===== src/rtl/vortex_apb_ctrl.sv =====
// vortex_apb_ctrl: APB control block for the Vortex accelerator (address translation, run FSM, cycle count, irq).
module vortex_apb_ctrl #(
  parameter int AXI_ADDR_WIDTH = 32,
  parameter int RESET_DELAY    = 12,
  parameter int CNT_WIDTH      = 32
) (
  input  logic                      clk,
  input  logic                      reset,
  input  logic                      psel,
  input  logic                      penable,
  input  logic                      pwrite,
  input  logic [31:0]               paddr,
  input  logic [31:0]               pwdata,
  output logic [31:0]               prdata,
  output logic                      pready,
  output logic                      pslverr,
  input  logic                      vx_busy,
  input  logic [AXI_ADDR_WIDTH-1:0] araddr_raw,
  input  logic [AXI_ADDR_WIDTH-1:0] awaddr_raw,
  output logic [AXI_ADDR_WIDTH-1:0] araddr,
  output logic [AXI_ADDR_WIDTH-1:0] awaddr,
  output logic                      vx_clk_en,
  output logic                      vx_reset,
  output logic                      irq
);
  typedef enum logic [1:0] {S_IDLE, S_RST, S_RUN, S_DONE} state_t;
  localparam int DW = RESET_DELAY > 1 ? $clog2(RESET_DELAY) : 1;
  localparam logic [DW-1:0] DLY_LAST = DW'(RESET_DELAY - 1);
  state_t               state_q, state_d;
  logic [31:0]          base_q;
  logic                 irq_en_q, done_q, seen_q;
  logic [DW-1:0]        dly_q;
  logic [CNT_WIDTH-1:0] cyc_q;
  logic [7:0]           a;
  logic                 hit_base, hit_ctrl, hit_stat, hit_cyc, hit;
  logic                 wr, start, abort, go, set_done, clr_done;
  logic                 unused_paddr;
  assign a            = paddr[7:0];
  assign unused_paddr = ^paddr[31:8];
  assign hit_base     = a == 8'h50;
  assign hit_ctrl     = a == 8'h54;
  assign hit_stat     = a == 8'h58;
  assign hit_cyc      = a == 8'h5C;
  assign hit          = hit_base | hit_ctrl | hit_stat | hit_cyc;
  assign wr           = psel & penable & pwrite & hit;
  assign abort        = wr & hit_ctrl & pwdata[1];
  assign start        = wr & hit_ctrl & pwdata[0] & ~pwdata[1];
  assign pready       = 1'b1;
  assign pslverr      = psel & penable & ~hit;
  assign araddr       = araddr_raw + AXI_ADDR_WIDTH'(base_q);
  assign awaddr       = awaddr_raw + AXI_ADDR_WIDTH'(base_q);
  assign vx_clk_en    = state_q == S_RST || state_q == S_RUN;
  assign vx_reset     = state_q != S_RUN;
  assign irq          = done_q & irq_en_q;
  always_comb begin
    state_d = state_q;
    if (abort && (state_q == S_RST || state_q == S_RUN)) state_d = S_IDLE;
    else if (start && (state_q == S_IDLE || state_q == S_DONE)) state_d = S_RST;
    else if (state_q == S_RST && dly_q == DLY_LAST) state_d = S_RUN;
    else if (state_q == S_RUN && seen_q && !vx_busy) state_d = S_DONE;
    go       = state_d == S_RST && state_q != S_RST;
    set_done = state_q == S_RUN && state_d == S_DONE;
    clr_done = go | (wr & hit_stat & pwdata[1]);
  end
  always_comb begin
    prdata = '0;
    if (psel && !pwrite)
      prdata = hit_base ? base_q :
               hit_ctrl ? {29'b0, irq_en_q, 2'b0} :
               hit_stat ? {29'b0, state_q == S_RUN, done_q, vx_busy} :
               hit_cyc  ? 32'(cyc_q) : '0;
  end
  // The completion cycle itself is not counted: CYCLES covers cycles that stay in RUN.
  always_ff @(posedge clk) begin
    if (reset) begin
      state_q  <= S_IDLE;
      base_q   <= '0;
      irq_en_q <= 1'b0;
      done_q   <= 1'b0;
      seen_q   <= 1'b0;
      dly_q    <= '0;
      cyc_q    <= '0;
    end else begin
      state_q <= state_d;
      if (wr && hit_base) base_q <= pwdata;
      if (wr && hit_ctrl) irq_en_q <= pwdata[2];
      done_q <= set_done | (done_q & ~clr_done);
      seen_q <= state_q == S_RUN && (seen_q || vx_busy);
      dly_q  <= state_q == S_RST ? dly_q + 1'b1 : '0;
      if (go) cyc_q <= '0;
      else if (state_q == S_RUN && state_d == S_RUN && cyc_q != '1) cyc_q <= cyc_q + 1'b1;
    end
  end
endmodule


===== config.mk =====
export PLATFORM = sky130hd
export DESIGN_NAME = vortex_apb_ctrl
export DESIGN_NICKNAME = d
export VERILOG_FILES = /design/src/rtl/vortex_apb_ctrl.sv
export SDC_FILE = /design/constraint.sdc
export NUM_CORES = 1
export LEC_CHECK = 0
export ABC_CLOCK_PERIOD_IN_PS = 3050
export BUFFER_PORTS_ARGS = -buffer_cell sky130_fd_sc_hd__buf_4
export CORE_MARGIN = 2
export CORE_UTILIZATION = 51
export DETAILED_ROUTE_END_ITERATION = 6
export HOLD_SLACK_MARGIN = 0.05
export PLACE_DENSITY = 0.8
export SYNTH_ARGS = -nofsm -noshare
export SYNTH_HDL_FRONTEND = slang
export SYNTH_SLANG_ARGS = --single-unit

===== constraint.sdc =====
create_clock -name clk -period 3.05 [get_ports clk]
set_input_delay 0.1525 -clock clk [delete_from_list [all_inputs] [get_ports clk]]
set_output_delay 0.1525 -clock clk [all_outputs]
set_load 0.05 [all_outputs]

After elaboration in Yosys (flattened, before gate mapping)
Index checks and enable logic that the tools add are counted.

operators by class
  add/subtract/negate cells = 4
  eq/ne operators = 14
  muxes and demuxes = 9
  bitwise operators = 21
  reductions and logical operators = 21

operators by type and width
  cell                     count
  $mux W32                 5
  $add A32 B32 Y32         2
  $add A32 B1 Y32 const B  1
  $eq A8 B7 Y1 const B     4
  $ne A32 B32 Y1 const B   1
  $logic_and A1 B1 Y1      13
  $and A1 B1 Y1            12
  $eq A2 B2 Y1 const B     4
  $mux W2                  4
  $or A1 B1 Y1             5
  $add A4 B1 Y4 const B    1
  $eq A2 B1 Y1 const B     2
  $eq A4 B4 Y1 const B     1
  $not A1 Y1               4
  $reduce_or A2 Y1         2
  $logic_or A1 B1 Y1       3
  $logic_not A1 Y1         2
  $logic_not A2 Y1         1
  $ne A2 B1 Y1 const B     1
  $ne A2 B2 Y1 const B     1

word-level totals
  bits in registers = 73
  bits of input ports = 134

Longest topological paths before layout
Gate-level depths: netlist of run 1.

  depth in word-level cells = 17
  depth in mapped cells = 13

Worst setup path before layout of run 1
Ideal clock, no wire load.

  kind = input to output
  from = in paddr[7]
  to = out prdata[2]
  data arrival time = 3287 ps
  slack = -389 ps
  cell stages on the path = 4
  path buffers = 0
  cells stage by stage = nor4b_4 -> nand3b_4 -> or2_2 -> a2111oi_0

on the way
  word-level cells in the longest chain between the ends = 6
  elaborated cells between the ends (all ways) = 9
  those cells by class = eq/ne: 4; mux: 5

RTL lines
  what          line  text
  from (decl)   12    input logic [31:0] paddr,
  $eq A8 B7 Y1  43    assign hit_cyc = a == 8'h5C;
  $mux W32      71    hit_cyc ? 32'(cyc_q) : '0;
  $mux W32      70    hit_stat ? {29'b0, state_q == S_RUN, done_q, vx_busy} :
  $mux W32      69    hit_ctrl ? {29'b0, irq_en_q, 2'b0} :
  $mux W32 (*)  68    prdata = hit_base ? base_q :
  $mux W32 (*)  67    if (psel && !pwrite)
  to (decl)     14    output logic [31:0] prdata,

Mark *: on every way between the ends. The rest lies on a longest branch, timed or not.

Final worst setup path of run 1
  from = reg base_q[0]
  to = out araddr[30]

on the way
  word-level cells in the longest chain between the ends = 1

RTL lines
  what                    line  text
  from (decl)             30    logic [31:0] base_q;
  from (signal assigned)  85    if (wr && hit_base) base_q <= pwdata;
  $add A32 B32 Y32        50    assign araddr = araddr_raw + AXI_ADDR_WIDTH'(base_q);
  to (decl)               20    output logic [AXI_ADDR_WIDTH-1:0] araddr,

Every way passes these cells.

==> Implementation_results.wiki, run 1 <==
{| class="wikitable"
! Metric !! Value
|-
| Total DRC errors in the routed layout || 0
|-
| Final WL || 22330 um
|-
| Number of nets in the layout || 1299
|-
| Worst clock skew || 0.007028 ns
|-
| Fill cell total of the finished layout || 913
|-
| Count of final max-slew check failures || 0
|-
| DR vias || 7330
|-
| Clock transition at the register clock pins on the worst setup and hold paths after CTS || 0.06 ns
|-
| I/O pin cnt || 235
|-
| Max VDD drop || 0.3279 mV
|-
| Synthesis-stage register bit count || 73
|-
| DR vias/cell || 5.754
|-
| Launching element type of the critical path || flop
|-
| RSZ-0062 raised after global routing || true
|-
| Worst Hold Path Cells || 3
|-
| Number of detailed-routing iterations run before antenna repair || 5
|-
| Sequential cell area fraction in the yosys report || 22.66%
|-
| Biggest fanout along the worst timing path || 3
|-
| Remaining antenna violation count after routing || 0
|-
| WP data required || 2.90 ns
|-
| Vertical die dimension || 116.4 um
|-
| Weighted congestion reported at the end of routability-driven placement || 0.9144
|-
| Clock Power Share || 40.4%
|-
| Share of final-layout standard cells stronger than drive strength 1 || 39.02%
|-
| Number of warnings reported in the yosys synthesis log || 0
|-
| Worst Setup Slack post-DPL || -0.1308 ns
|-
| R2R Path Start || state_q[0]$_SDFF_PP0_
|-
| Number of standard cells after synthesis || 842
|-
| Die outline width || 116.4 um
|-
| Distinct cell type count after synthesis || 71
|-
| Highest attainable clock frequency || 294.7 MHz
|-
| Clock latency on the worst-skew pair || 0.33 ns
|-
| Async set-or-reset flop fraction in the synthesized netlist || 0%
|-
| Effective utilization at floorplan || 51.73%
|-
| Area growth syn-to-layout || 51.96%
|-
| Initial DRC count || 612
|-
| Count of standard-cell rows || 41
|-
| Core region area || 12470 sq um
|-
| CTS max path bufs || 2
|-
| Comb power frac || 23.9%
|-
| Critical Path Start || base_q[0]$_SDFFE_PP0P_
|-
| Port Buffers || 209
|-
| Total Die Area || 13560 sq um
|-
| Internal Pwr Total || 0.001866 W
|-
| Final critical path time including I/O delays and setup || 3.394 ns
|-
| Total power density per cell area || 271.3 nW/um^2
|-
| Post-Layout Cell Count || 1274
|-
| Most common library cell in the layout ignoring fill and taps || buf_4
|-
| CTS tree || done
|-
| First-pass GRT wire length || 32200 um
|-
| Vias in the first global route || 6527
|-
| Slew HR || 52.00%
|-
| ANT cells || 0
|-
| Overflow after GRT || 0
|-
| Final Hold Violating Endpoints || 0
|-
| Cell total after placement || 1229
|-
| Half-perimeter wire length after placement || 16170 um
|-
| Commonest non-fill, non-tap cells in the layout || buf_4, nor2_1, nand2_1
|-
| Critical path class || reg -> out
|-
| Count of flip-flops with a built-in enable after synthesis || 0
|-
| Leak pwr || 4.455 nW
|-
| Final clock period utilization by the worst path || 111.3%
|-
| Share of the core filled with cells in the final layout || 78.61%
|-
| Cell area after synthesis || 6449 sq um
|-
| Multi-input logic area || 5528 sq um
|-
| Cts bufs inserted || 9
|-
| Violations in the final reports || setup timing
|-
| Sinks on Clock Net || 73
|-
| Number of hold buffers added after cts || 0
|-
| Crit path arrival time || 3.24 ns
|-
| Count of cells along the worst register-to-register path || 12
|-
| Sequential power share || 35.7%
|-
| Synthesized net count || 1044
|-
| Start point of the worst hold path || pwdata[4]
|-
| Dominant synthesized flop cell || dfxtp_1
|-
| H-Tree Depth || 3
|-
| Final setup violation count || 18
|-
| Total routing usage reported by global routing || 30.08%
|-
| Number of antenna violations at the first check in global routing || 0
|-
| Pin count of the biggest net entering global routing || 40
|-
| Switching part of the total || 29.82%
|-
| Setup slack after layout || -0.3438 ns
|-
| Critical Path End Type || output port
|-
| Power spent charging and discharging nets || 0.0007928 W
|-
| Register cell area after layout || 1485 sq um
|-
| Status || finished, violations left
|-
| Max Cap Violations || 0
|-
| Final routed wire length divided by cell count || 17.53 um
|-
| Synthesized area divided by synthesized cell count || 7.659 sq um
|-
| Worst-margin pin slew || 0.7141 ns
|-
| Root buffer cell || clkbuf_16
|-
| Power after layout || 0.002659 W
|-
| Hold/Removal Path Class || in -> reg
|}
critical path, stage by stage, from the launching register on:
cell and delay (ns):
dfxtp_4 0.38, ha_4 0.14, inv_2 0.04, fa_2 0.41, nor2b_4 0.14, o2111ai_2 0.13
a32oi_1 0.23, buf_4 0.15, nand4_1 0.16, a31o_4 0.29, a21oi_4 0.15, a211oi_2 0.10
o21bai_1 0.16, a21oi_2 0.11, xnor2_4 0.14, buf_6 0.17
per-stage QoR:
| step | hold slack [ns] | TNS, ns | area [sq um] |
|---|---|---|---|
| after global routing | 0.05158 | -5.737 | 9799 |
| after detailed placement | 0.4077 | -0.2653 | 8491 |
| final | 0.05516 | -3.263 | 9799 |
| after CTS | 0.05511 | -2.760 | 9211 |
| after floorplan | 0.2466 | -0.01965 | 6563 |
| after global placement | 0.3989 | -0.1638 | 8491 |
metal layers:
| metal | GRT usage, % | part of all wire [%] | vias up |
|---|---|---|---|
| met4 | 8.492 | 2.9 | 0 |
| met1 | 40.30 | 42 | 3425 |
| met2 | 51.05 | 48 | 313 |
| li1 | - | - | 3538 |
| met5 | 0 | 0 | - |
| met3 | 3.788 | 6.2 | 54 |
sequential cells by signal (all words and copies together), names as in the netlist:
register and flops:
seen_q 1, irq_en_q 1, cyc_q 32, state_q 2
done_q 1, dly_q 4, base_q 32
worst paths after layout:
kind | end | slack, ns
worst min register to register | seen_q$_SDFF_PP0_ | 0.47
worst max-delay path | araddr[30] | -0.34
worst max register to register | cyc_q[29]$_SDFFE_PP0P_ | 0.23
worst min-delay path | base_q[4]$_SDFFE_PP0P_ | 0.06
layout make-up:
type                       count  share of cell area [%]
timing repair buffer         275                   22.10
tap                          172                   2.196
clock inverter                 6                  0.6639
sequential                    73                   15.16
multi-input combinational    711                   56.41
inverter                      27                   1.034
clock buffer                  10                   2.439
synthesized netlist by cell type, types with 2 or more instances:
library cell	instances	area [sq um]
or3_1	2	12.51
and2_1	3	18.77
xnor2_1	38	332.8
fa_1	2	40.04
dfxtp_1	73	1461
a21o_1	32	240.2
xor2_1	47	411.6
inv_1	27	101.4
o211ai_1	6	45.04
nand2b_1	5	31.28
a221oi_1	2	17.52
mux2i_1	5	50.05
nor2b_1	7	43.79
and3_1	11	68.82
a22oi_1	31	232.7
nand4_1	12	75.07
clkbuf_1	24	90.09
a31o_2	6	52.55
o41ai_1	2	17.52
a2111oi_0	3	26.28
o21a_1	12	90.09
nand3_1	35	175.2
and4_1	6	52.55
a31oi_1	7	43.79
nor3_1	8	40.04
nor4_1	3	18.77
o21ai_1	3	15.01
o21bai_1	4	30.03
o2111ai_1	2	17.52
a21oi_1	79	395.4
a211oi_1	8	60.06
o21ai_0	20	100.1
nor2_1	108	405.4
ha_1	66	825.8
buf_2	3	15.01
nand2_1	100	375.4
or2_2	2	12.51
o22a_1	3	26.28
nor3b_1	2	15.01
o31a_1	2	17.52
power groups by stage:
| stage | logic, W | registers (W) | clock network [W] |
|---|---|---|---|
| after detailed placement | 0.000571 | 0.000975 | 0 |
| final | 0.000634 | 0.000950 | 0.00107 |
| after global placement | 0.000567 | 0.000975 | 0 |
| after global routing | 0.000664 | 0.000950 | 0.00113 |
| after floorplan | 0.000339 | 0.000975 | 0 |
| after CTS | 0.000593 | 0.000954 | 0.00108 |
cell families (layout without fill, tap and decap cells):
family	count (synthesis)	count (layout)	share of synthesized area, %
and+or+nand+nor	317	317	23.38
AOI/OAI and AO/OA	235	235	24.29
other	1	1	0.05815
xor gates and xnor gates	85	85	11.54
buffers and inverters	58	318	3.861
adders and majority gates	68	68	13.43
muxes	5	5	0.7761
DFF	73	73	22.66
timing repair:
action,4_1_cts,5_1_grt
endpoints found under the setup margin,26,35
gates resized for setup,73,98
pin swaps,41,72
buffers inserted,13,19
No activity file was read; power rests on OpenSTA's default activity.
==> inputs of run 2 (changes only) <==
--- a/config.mk
+++ b/config.mk
@@ -5,10 +5,11 @@
 export SDC_FILE = /design/constraint.sdc
 export NUM_CORES = 1
 export LEC_CHECK = 0
+export ABC_AREA = 1
 export ABC_CLOCK_PERIOD_IN_PS = 3050
 export BUFFER_PORTS_ARGS = -buffer_cell sky130_fd_sc_hd__buf_4
 export CORE_MARGIN = 2
-export CORE_UTILIZATION = 51
+export CORE_UTILIZATION = 54
 export DETAILED_ROUTE_END_ITERATION = 6
 export HOLD_SLACK_MARGIN = 0.05
 export PLACE_DENSITY = 0.8
==> run 2 against run 1 <==
Against the previous run: the run now ends clean; clock skew is 0.0018 ns lower; synthesized cell count is 70% higher; non-clock buffer count is 60 lower; area after synthesis is 31% higher; highest routed layer unchanged.
==> Implementation_results.wiki, run 2 <==
{| class="wikitable"
! Metric !! Value
|-
| Status || complete, no violations (was finished, violations left)
|-
| Setup repair bufs after CTS || 0 (was 13)
|-
| Final routed wire length divided by cell count || 17.12 um (was 17.53 um)
|-
| Hold/Removal Path Class || in -> reg (unchanged)
|-
| Cell area after synthesis || 8423 sq um (was 6449 sq um)
|-
| Max Cap Violations || 0 (unchanged)
|-
| Final WL || 31070 um (was 22330 um)
|-
| Maximum cell stage delay along the critical path || 0.41 ns (about the same)
|-
| Aggregate negative setup slack || 0 ns (was -3.263 ns)
|-
| Die outline width || 128.9 um (was 116.4 um)
|-
| Remaining antenna violation count after routing || 0 (unchanged)
|-
| Biggest fanout along the worst timing path || 4 (was 3)
|-
| Highest attainable clock frequency || 352.6 MHz (was 294.7 MHz)
|-
| Area growth syn-to-layout || 23.48% (was 51.96%)
|-
| DR vias || 10270 (was 7330)
|-
| Half-perimeter wire length after placement || 25170 um (was 16170 um)
|-
| Total Die Area || 16610 sq um (was 13560 sq um)
|-
| DR vias/cell || 5.659 (was 5.754)
|-
| Biggest area consumer among synthesized cells || nand2_1 (was dfxtp_1)
|-
| Most instantiated cells after synthesis || nand2_1, inv_1, nor2_1 (was nor2_1, nand2_1, a21oi_1)
|-
| Cts bufs inserted || 9 (unchanged)
|-
| Final clock period utilization by the worst path || 92.98% (was 111.3%)
|-
| Cell chain of the critical path || ha_1 > inv_1 > fa_1 > o21ai_2 > nand2_1 > nand2_1 > nand2_1 > nand3_1 > nand2_1 > nand2_1 > xor2_1 > buf_4 (was ha_4 > inv_2 > fa_2 > nor2b_4 > o2111ai_2 > a32oi_1 > buf_4 > nand4_1 > a31o_4 > a21oi_4 > a211oi_2 > o21bai_1 > a21oi_2 > xnor2_4 > buf_6)
|-
| Launching element type of the critical path || flop (unchanged)
|-
| First-pass GRT wire length || 47560 um (was 32200 um)
|-
| Effective utilization at floorplan || 55.41% (was 51.73%)
|-
| Distinct cell type count after synthesis || 47 (was 71)
|-
| Register cell area after layout || 1461 sq um (was 1485 sq um)
|-
| Worst-margin pin slew || 0.9438 ns (was 0.7141 ns)
|-
| Dominant synthesized flop cell || dfxtp_1 (unchanged)
|-
| Async set-or-reset flop fraction in the synthesized netlist || 0% (unchanged)
|-
| Total routing usage reported by global routing || 36.63% (was 30.08%)
|-
| Leak pwr || 5.137 nW (was 4.455 nW)
|-
| Multi-input logic area || 6142 sq um (was 5528 sq um)
|-
| Sinks on Clock Net || 73 (unchanged)
|-
| Number of nets in the layout || 1823 (was 1299)
|-
| Pin count of the biggest net entering global routing || 37 (was 40)
|-
| Clock transition at the register clock pins on the worst setup and hold paths after CTS || 0.06 ns (about the same)
|-
| Final Hold Violating Endpoints || 0 (unchanged)
|-
| Commonest non-fill, non-tap cells in the layout || nand2_1, buf_4, inv_1 (was buf_4, nor2_1, nand2_1)
|-
| Critical path class || reg -> out (unchanged)
|-
| Worst hold slack || 0.06517 ns (was 0.05516 ns)
|-
| Number of antenna violations at the first check in global routing || 1 (was 0)
|-
| Worst path slowest cell || fa_1 (was fa_2)
|-
| Total DRC errors in the routed layout || 0 (unchanged)
|-
| Number of standard cells after synthesis || 1430 (was 842)
|-
| Top cell by count, worst path || nand2_1
|-
| Crit path arrival time || 2.68 ns (was 3.24 ns)
|-
| Count of flip-flops with a built-in enable after synthesis || 0 (unchanged)
|-
| Core region area || 15200 sq um (was 12470 sq um)
|-
| Slew HR || 37.01% (was 52.00%)
|-
| Final critical path time including I/O delays and setup || 2.836 ns (was 3.394 ns)
|-
| Area share of the largest cell type after synthesis || 20.72% (was 22.66%)
|-
| Vertical die dimension || 128.9 um (was 116.4 um)
|-
| Top Family by Delay on Critical Path || simple AND/OR/NAND/NOR gates (was compound AO/OA/AOI/OAI gates)
|-
| RSZ-0062 raised after global routing || false (was true)
|-
| Total power density per cell area || 259.4 nW/um^2 (was 271.3 nW/um^2)
|-
| Share of final-layout standard cells stronger than drive strength 1 || 17.47% (was 39.02%)
|-
| CTS tree || done (unchanged)
|-
| Port Buffers || 209 (unchanged)
|-
| Biggest regs || base_q: 32 flops, cyc_q: 32 flops, dly_q: 4 flops (unchanged)
|-
| I/O pin cnt || 235 (unchanged)
|-
| Vias in the first global route || 9213 (was 6527)
|-
| H-Tree Depth || 3 (unchanged)
|-
| Worst clock skew || 0.005240 ns (was 0.007028 ns)
|-
| Synthesized net count || 1632 (was 1044)
|-
| Initial DRC count || 901 (was 612)
|-
| Sequential cell area fraction in the yosys report || 17.35% (was 22.66%)
|-
| Most common library cell in the layout ignoring fill and taps || nand2_1 (was buf_4)
|-
| Cell types with the largest area share after synthesis || nand2_1, dfxtp_1, ha_1 (was dfxtp_1, ha_1, xor2_1)
|-
| WP data required || 2.90 ns (about the same)
|-
| CTS max path bufs || 2 (unchanged)
|-
| Final setup violation count || 0 (was 18)
|-
| Max VDD drop || 0.2494 mV (was 0.3279 mV)
|-
| Number of hold buffers added after cts || 0 (unchanged)
|-
| Overflow after GRT || 0 (unchanged)
|-
| Most frequent cell after synthesis || nand2_1 (was nor2_1)
|-
| Number of detailed-routing iterations run before antenna repair || 6 (was 5)
|-
| Critical Path End Type || output port (unchanged)
|-
| WP buf/inv || 2 (was 3)
|-
| Count of final max-slew check failures || 0 (unchanged)
|-
| Weighted congestion reported at the end of routability-driven placement || 1.013 (was 0.9144)
|-
| Synthesized area divided by synthesized cell count || 5.890 sq um (was 7.659 sq um)
|-
| Number of warnings reported in the yosys synthesis log || 0 (unchanged)
|-
| Clock latency on the worst-skew pair || 0.34 ns (was 0.33 ns)
|-
| Synthesis-stage register bit count || 73 (unchanged)
|-
| Root buffer cell || clkbuf_16 (unchanged)
|-
| Fill cell total of the finished layout || 1418 (was 913)
|-
| Count of standard-cell rows || 45 (was 41)
|}
## run 2: cell types whose count changed after synthesis, moves of 14 or more
cell / change
a21o_1: -17
a21oi_1: +65
a22oi_1: -31
inv_1: +135
nand2_1: +365
nand3_1: +37
nand4_1: +30
nor2_1: +37
o21bai_1: +14
xnor2_1: -26
## run 2: path summary, 6_finish.rpt
path,from,to,slack (ns),depth (start not counted)
max,base_q[0]$_SDFFE_PP0P_,araddr[18],0.21,12
min,pwdata[27],base_q[27]$_SDFFE_PP0P_,0.07,3
max reg2reg,state_q[0]$_SDFF_PP0_,cyc_q[4]$_SDFFE_PP0P_,0.68,10
min reg2reg,dly_q[0]$_SDFF_PP0_,dly_q[0]$_SDFF_PP0_,0.47,1
## run 2: cell type report
class                      count  share of cell area (%)
antenna                        1                 0.02406
inverter                     169                   6.099
multi-input combinational   1153                   59.05
tap                          188                   2.262
timing repair buffer         215                   15.52
clock inverter                 6                  0.7939
sequential                    73                   14.05
clock buffer                  10                   2.201
## run 2: per-stage QoR
stage | total power (W) | worst slack, ns | utilization [%] | cell area (sq um) | std cells
6_report | 0.002698 | 0.2142 | 68.42 | 10400 | 1815
5_1_grt | 0.002776 | 0.02328 | 68.42 | 10400 | 1815
4_1_cts | 0.002702 | 0.1332 | 68.33 | 10390 | 1814
3_5_place_dp | 0.001578 | 0.5134 | 66.28 | 10080 | 1798
3_3_place_gp | 0.001576 | 0.5142 | 66.28 | 10080 | 1798
2_1_floorplan | 0.001329 | 0.5199 | - | 8423 | 1430
## run 2: logic make-up after synthesis
logic type,Yosys count,share of synthesized area [%]
xor gates and xnor gates,54,5.615
adders and majority gates,68,10.28
AOI/OAI and AO/OA,238,16.31
other,1,0.04452
and+or+nand+nor,792,40.54
buffers and inverters,204,9.863
DFF,73,17.35
## run 2: worst min-delay path: stages
cell     delay, ns
buf_4         0.08
nand2_1       0.04
a21oi_1       0.10
## run 2: what timing repair did
action                                  in CTS  in global routing
endpoints found under the setup margin       0                  5
endpoints found under the hold margin        0                  0
resized for setup                            0                  3
## run 2: where the power goes
group          switching, W  internal, W  leakage, nW  total, W
Combinational      0.000395     0.000216         4.40  0.000611
Clock              0.000422     0.000712        0.152   0.00113
Sequential     0.0000000167     0.000953        0.588  0.000953
Total              0.000816      0.00188         5.14   0.00270
## run 2: routing by layer
metal | up-vias | part of all wire [%] | global-route usage [%]
met5 | - | 0 | 0
met4 | 0 | 4.6 | 16.30
met3 | 91 | 9.9 | 7.069
met2 | 507 | 44 | 58.08
met1 | 4627 | 42 | 48.43
li1 | 5046 | - | -
==> inputs of run 3 (changes only) <==
--- a/config.mk
+++ b/config.mk
@@ -6,7 +6,6 @@
 export NUM_CORES = 1
 export LEC_CHECK = 0
 export ABC_AREA = 1
-export ABC_CLOCK_PERIOD_IN_PS = 3050
 export BUFFER_PORTS_ARGS = -buffer_cell sky130_fd_sc_hd__buf_4
 export CORE_MARGIN = 2
 export CORE_UTILIZATION = 54
==> constraint.sdc (replaced) <==
create_clock -name clk -period 3.08 [get_ports clk]
set_input_delay 0.154 -clock clk [delete_from_list [all_inputs] [get_ports clk]]
set_output_delay 0.154 -clock clk [all_outputs]
set_load 0.05 [all_outputs]
==> run 3 against run 2 <==
Against the previous run: utilization about the same; wire length grew 0.24%; register-to-register slack better by 0.05 ns; final area barely moved.
==> Implementation_results.wiki, run 3 (synthesis gave the netlist of run 2 again) <==
{| class="wikitable"
! Metric !! Value
|-
| Status || complete, no violations (unchanged)
|-
| Final routed wire length divided by cell count || 17.17 um (was 17.12 um)
|-
| Port Buffers || 209 (unchanged)
|-
| Register-to-Register Setup Slack || 0.73 ns (was 0.68 ns)
|-
| Biggest fanout along the worst timing path || 4 (unchanged)
|-
| Worst Setup Slack post-DPL || 0.5183 ns (was 0.5134 ns)
|-
| Max Cap Violations || 0 (unchanged)
|-
| Overflow after GRT || 0 (unchanged)
|-
| CTS max path bufs || 2 (unchanged)
|-
| Final WL || 31140 um (was 31070 um)
|-
| Cell chain of the critical path || ha_1 > inv_1 > fa_1 > o21ai_2 > a21oi_1 > o21ai_1 > nand3_1 > nand2_1 > nand2_1 > nand2_1 > buf_4 (was ha_1 > inv_1 > fa_1 > o21ai_2 > nand2_1 > nand2_1 > nand2_1 > nand3_1 > nand2_1 > nand2_1 > xor2_1 > buf_4)
|-
| Pin count of the biggest net entering global routing || 37 (unchanged)
|-
| Cts bufs inserted || 9 (unchanged)
|-
| CTS tree || done (unchanged)
|-
| Final clock period utilization by the worst path || 92.73%
|-
| Leak pwr || 5.130 nW (was 5.137 nW)
|-
| First-pass GRT wire length || 47580 um (was 47560 um)
|-
| Most Used Layer, Global Route || met2 (unchanged)
|-
| Design Area, Final || 10400 sq um (about the same)
|-
| Top cell by count, worst path || nand2_1 (unchanged)
|-
| Total DRC errors in the routed layout || 0 (unchanged)
|-
| Vertical die dimension || 128.9 um (unchanged)
|-
| Maximum cell stage delay along the critical path || 0.42 ns (was 0.41 ns)
|-
| Total power density per cell area || 258.4 nW/um^2 (was 259.4 nW/um^2)
|-
| Max VDD drop || 0.2235 mV (was 0.2494 mV)
|-
| Critical Path End Type || output port (unchanged)
|-
| Clock latency on the worst-skew pair || 0.35 ns (was 0.34 ns)
|-
| Biggest regs || base_q: 32 flops, cyc_q: 32 flops, dly_q: 4 flops (unchanged)
|-
| Comb power frac || 22.5% (was 22.6%)
|-
| H-Tree Depth || 3 (unchanged)
|-
| Final Hold Violating Endpoints || 0 (unchanged)
|-
| Final critical path time including I/O delays and setup || 2.856 ns
|-
| Initial DRC count || 1069 (was 901)
|-
| Root buffer cell || clkbuf_16 (unchanged)
|-
| Slew HR || 35.90% (was 37.01%)
|-
| Worst-margin pin slew || 0.9604 ns (was 0.9438 ns)
|-
| RSZ-0062 raised after global routing || false (unchanged)
|-
| GR Util met3 || 6.736% (was 7.069%)
|-
| Number of antenna violations at the first check in global routing || 1 (unchanged)
|-
| Power after layout || 0.002686 W (was 0.002698 W)
|-
| Aggregate negative setup slack || 0 ns (unchanged)
|-
| Crit path arrival time || 2.70 ns (was 2.68 ns)
|-
| Internal Pwr Total || 0.001867 W (was 0.001882 W)
|-
| Share of final-layout standard cells stronger than drive strength 1 || 17.35% (was 17.47%)
|-
| Die outline width || 128.9 um (unchanged)
|-
| Commonest non-fill, non-tap cells in the layout || nand2_1, buf_4, inv_1 (unchanged)
|-
| DR vias || 10240 (was 10270)
|-
| Total routing usage reported by global routing || 36.62% (was 36.63%)
|-
| Sequential power share || 35.1% (was 35.3%)
|-
| Number of detailed-routing iterations run before antenna repair || 6 (unchanged)
|-
| Sinks on Clock Net || 73 (unchanged)
|-
| Placed inst area || 10070 sq um (was 10080 sq um)
|-
| Weighted congestion reported at the end of routability-driven placement || 0.9906 (was 1.013)
|-
| Register cell area after layout || 1461 sq um (unchanged)
|-
| Clock Power Share || 42.3% (was 42.0%)
|-
| Most common library cell in the layout ignoring fill and taps || nand2_1 (unchanged)
|-
| Vias in the first global route || 9169 (was 9213)
|-
| Total Die Area || 16610 sq um (unchanged)
|-
| Multi-input logic area || 6135 sq um (was 6142 sq um)
|-
| DR vias/cell || 5.646 (was 5.659)
|-
| Met1 Use GR || 49.46% (was 48.43%)
|-
| Highest attainable clock frequency || 350.1 MHz
|-
| Launching element type of the critical path || flop (unchanged)
|-
| Hold/Removal Path Class || in -> reg (unchanged)
|-
| Critical path class || reg -> out (unchanged)
|-
| Count of final max-slew check failures || 0 (unchanged)
|-
| Power spent charging and discharging nets || 0.0008195 W (was 0.0008163 W)
|-
| Clock transition at the register clock pins on the worst setup and hold paths after CTS || 0.07 ns (was 0.06 ns)
|-
| Number of nets in the layout || 1822 (was 1823)
|-
| Worst hold slack || 0.06579 ns (was 0.06517 ns)
|-
| Core region area || 15200 sq um (unchanged)
|-
| Effective utilization at floorplan || 55.41% (unchanged)
|-
| Half-perimeter wire length after placement || 25060 um (was 25170 um)
|-
| Setup slack after layout || 0.2241 ns (was 0.2142 ns)
|-
| Met2 GRT Util || 58.29% (was 58.08%)
|-
| I/O pin cnt || 235 (unchanged)
|-
| Remaining antenna violation count after routing || 0 (unchanged)
|-
| Fill cell total of the finished layout || 1455 (was 1418)
|-
| WP data required || 2.93 ns (was 2.90 ns)
|-
| Number of hold buffers added after cts || 0 (unchanged)
|-
| Final setup violation count || 0 (unchanged)
|-
| Worst path slowest cell || fa_1 (unchanged)
|-
| Count of standard-cell rows || 45 (unchanged)
|-
| Worst clock skew || 0.01159 ns (was 0.005240 ns)
|-
| Area growth syn-to-layout || 23.41% (was 23.48%)
|-
| Switching part of the total || 30.50% (was 30.26%)
|}
==> run 3: final cells by class <==
class	instances	share of cell area [%]
sequential	73	14.06
antenna	1	0.02407
tap	188	2.263
timing repair buffer	214	15.45
multi-input combinational	1153	59.02
clock buffer	9	2.167
inverter	169	6.103
clock inverter	7	0.9148
==> run 3: path summary, 6_finish.rpt <==
path,cells after the start,end,start
worst min-delay path,3,base_q[22]$_SDFFE_PP0P_,pwdata[22]
worst min register to register,1,dly_q[0]$_SDFF_PP0_,dly_q[0]$_SDFF_PP0_
worst max register to register,9,cyc_q[14]$_SDFFE_PP0P_,cyc_q[0]$_SDFFE_PP0P_
worst max-delay path,11,araddr[28],base_q[0]$_SDFFE_PP0P_
==> run 3: critical path: cells and delay by family (launching register included) <==
family | cells | cell delay [ns]
fa+ha+maj | 2 | 0.62
flops | 1 | 0.36
buf+inv | 2 | 0.25
compound gates | 3 | 0.78
simple gates | 4 | 0.34
==> run 3: power groups by stage <==
stage               Combinational [W]  Sequential [W]  Clock (W)
finish                       0.000606        0.000944    0.00114
global route                 0.000640        0.000944    0.00118
CTS                          0.000600        0.000944    0.00114
detailed placement           0.000599        0.000965          0
global placement             0.000596        0.000965          0
floorplan                    0.000351        0.000965          0
==> run 3: timing repair <==
item	in CTS	in global routing
buffers inserted	0	0
endpoints found under the setup margin	0	4
resized for setup	0	1
==> run 3: layer usage <==
layer	wire length, um	vias up	part of all wire (%)
met4	1179	0	3.8
met5	0	-	0
met2	13710	532	44
met1	13120	4586	42
met3	3134	76	10
li1	-	5047	-
==> run 3: metrics by stage <==
| step | util (%) | cells |
|---|---|---|
| 2_1_floorplan | - | 1430 |
| 3_3_place_gp | 66.23 | 1797 |
| 3_5_place_dp | 66.23 | 1797 |
| 4_1_cts | 68.34 | 1813 |
| 5_1_grt | 68.38 | 1814 |
| 6_report | 68.38 | 1814 |
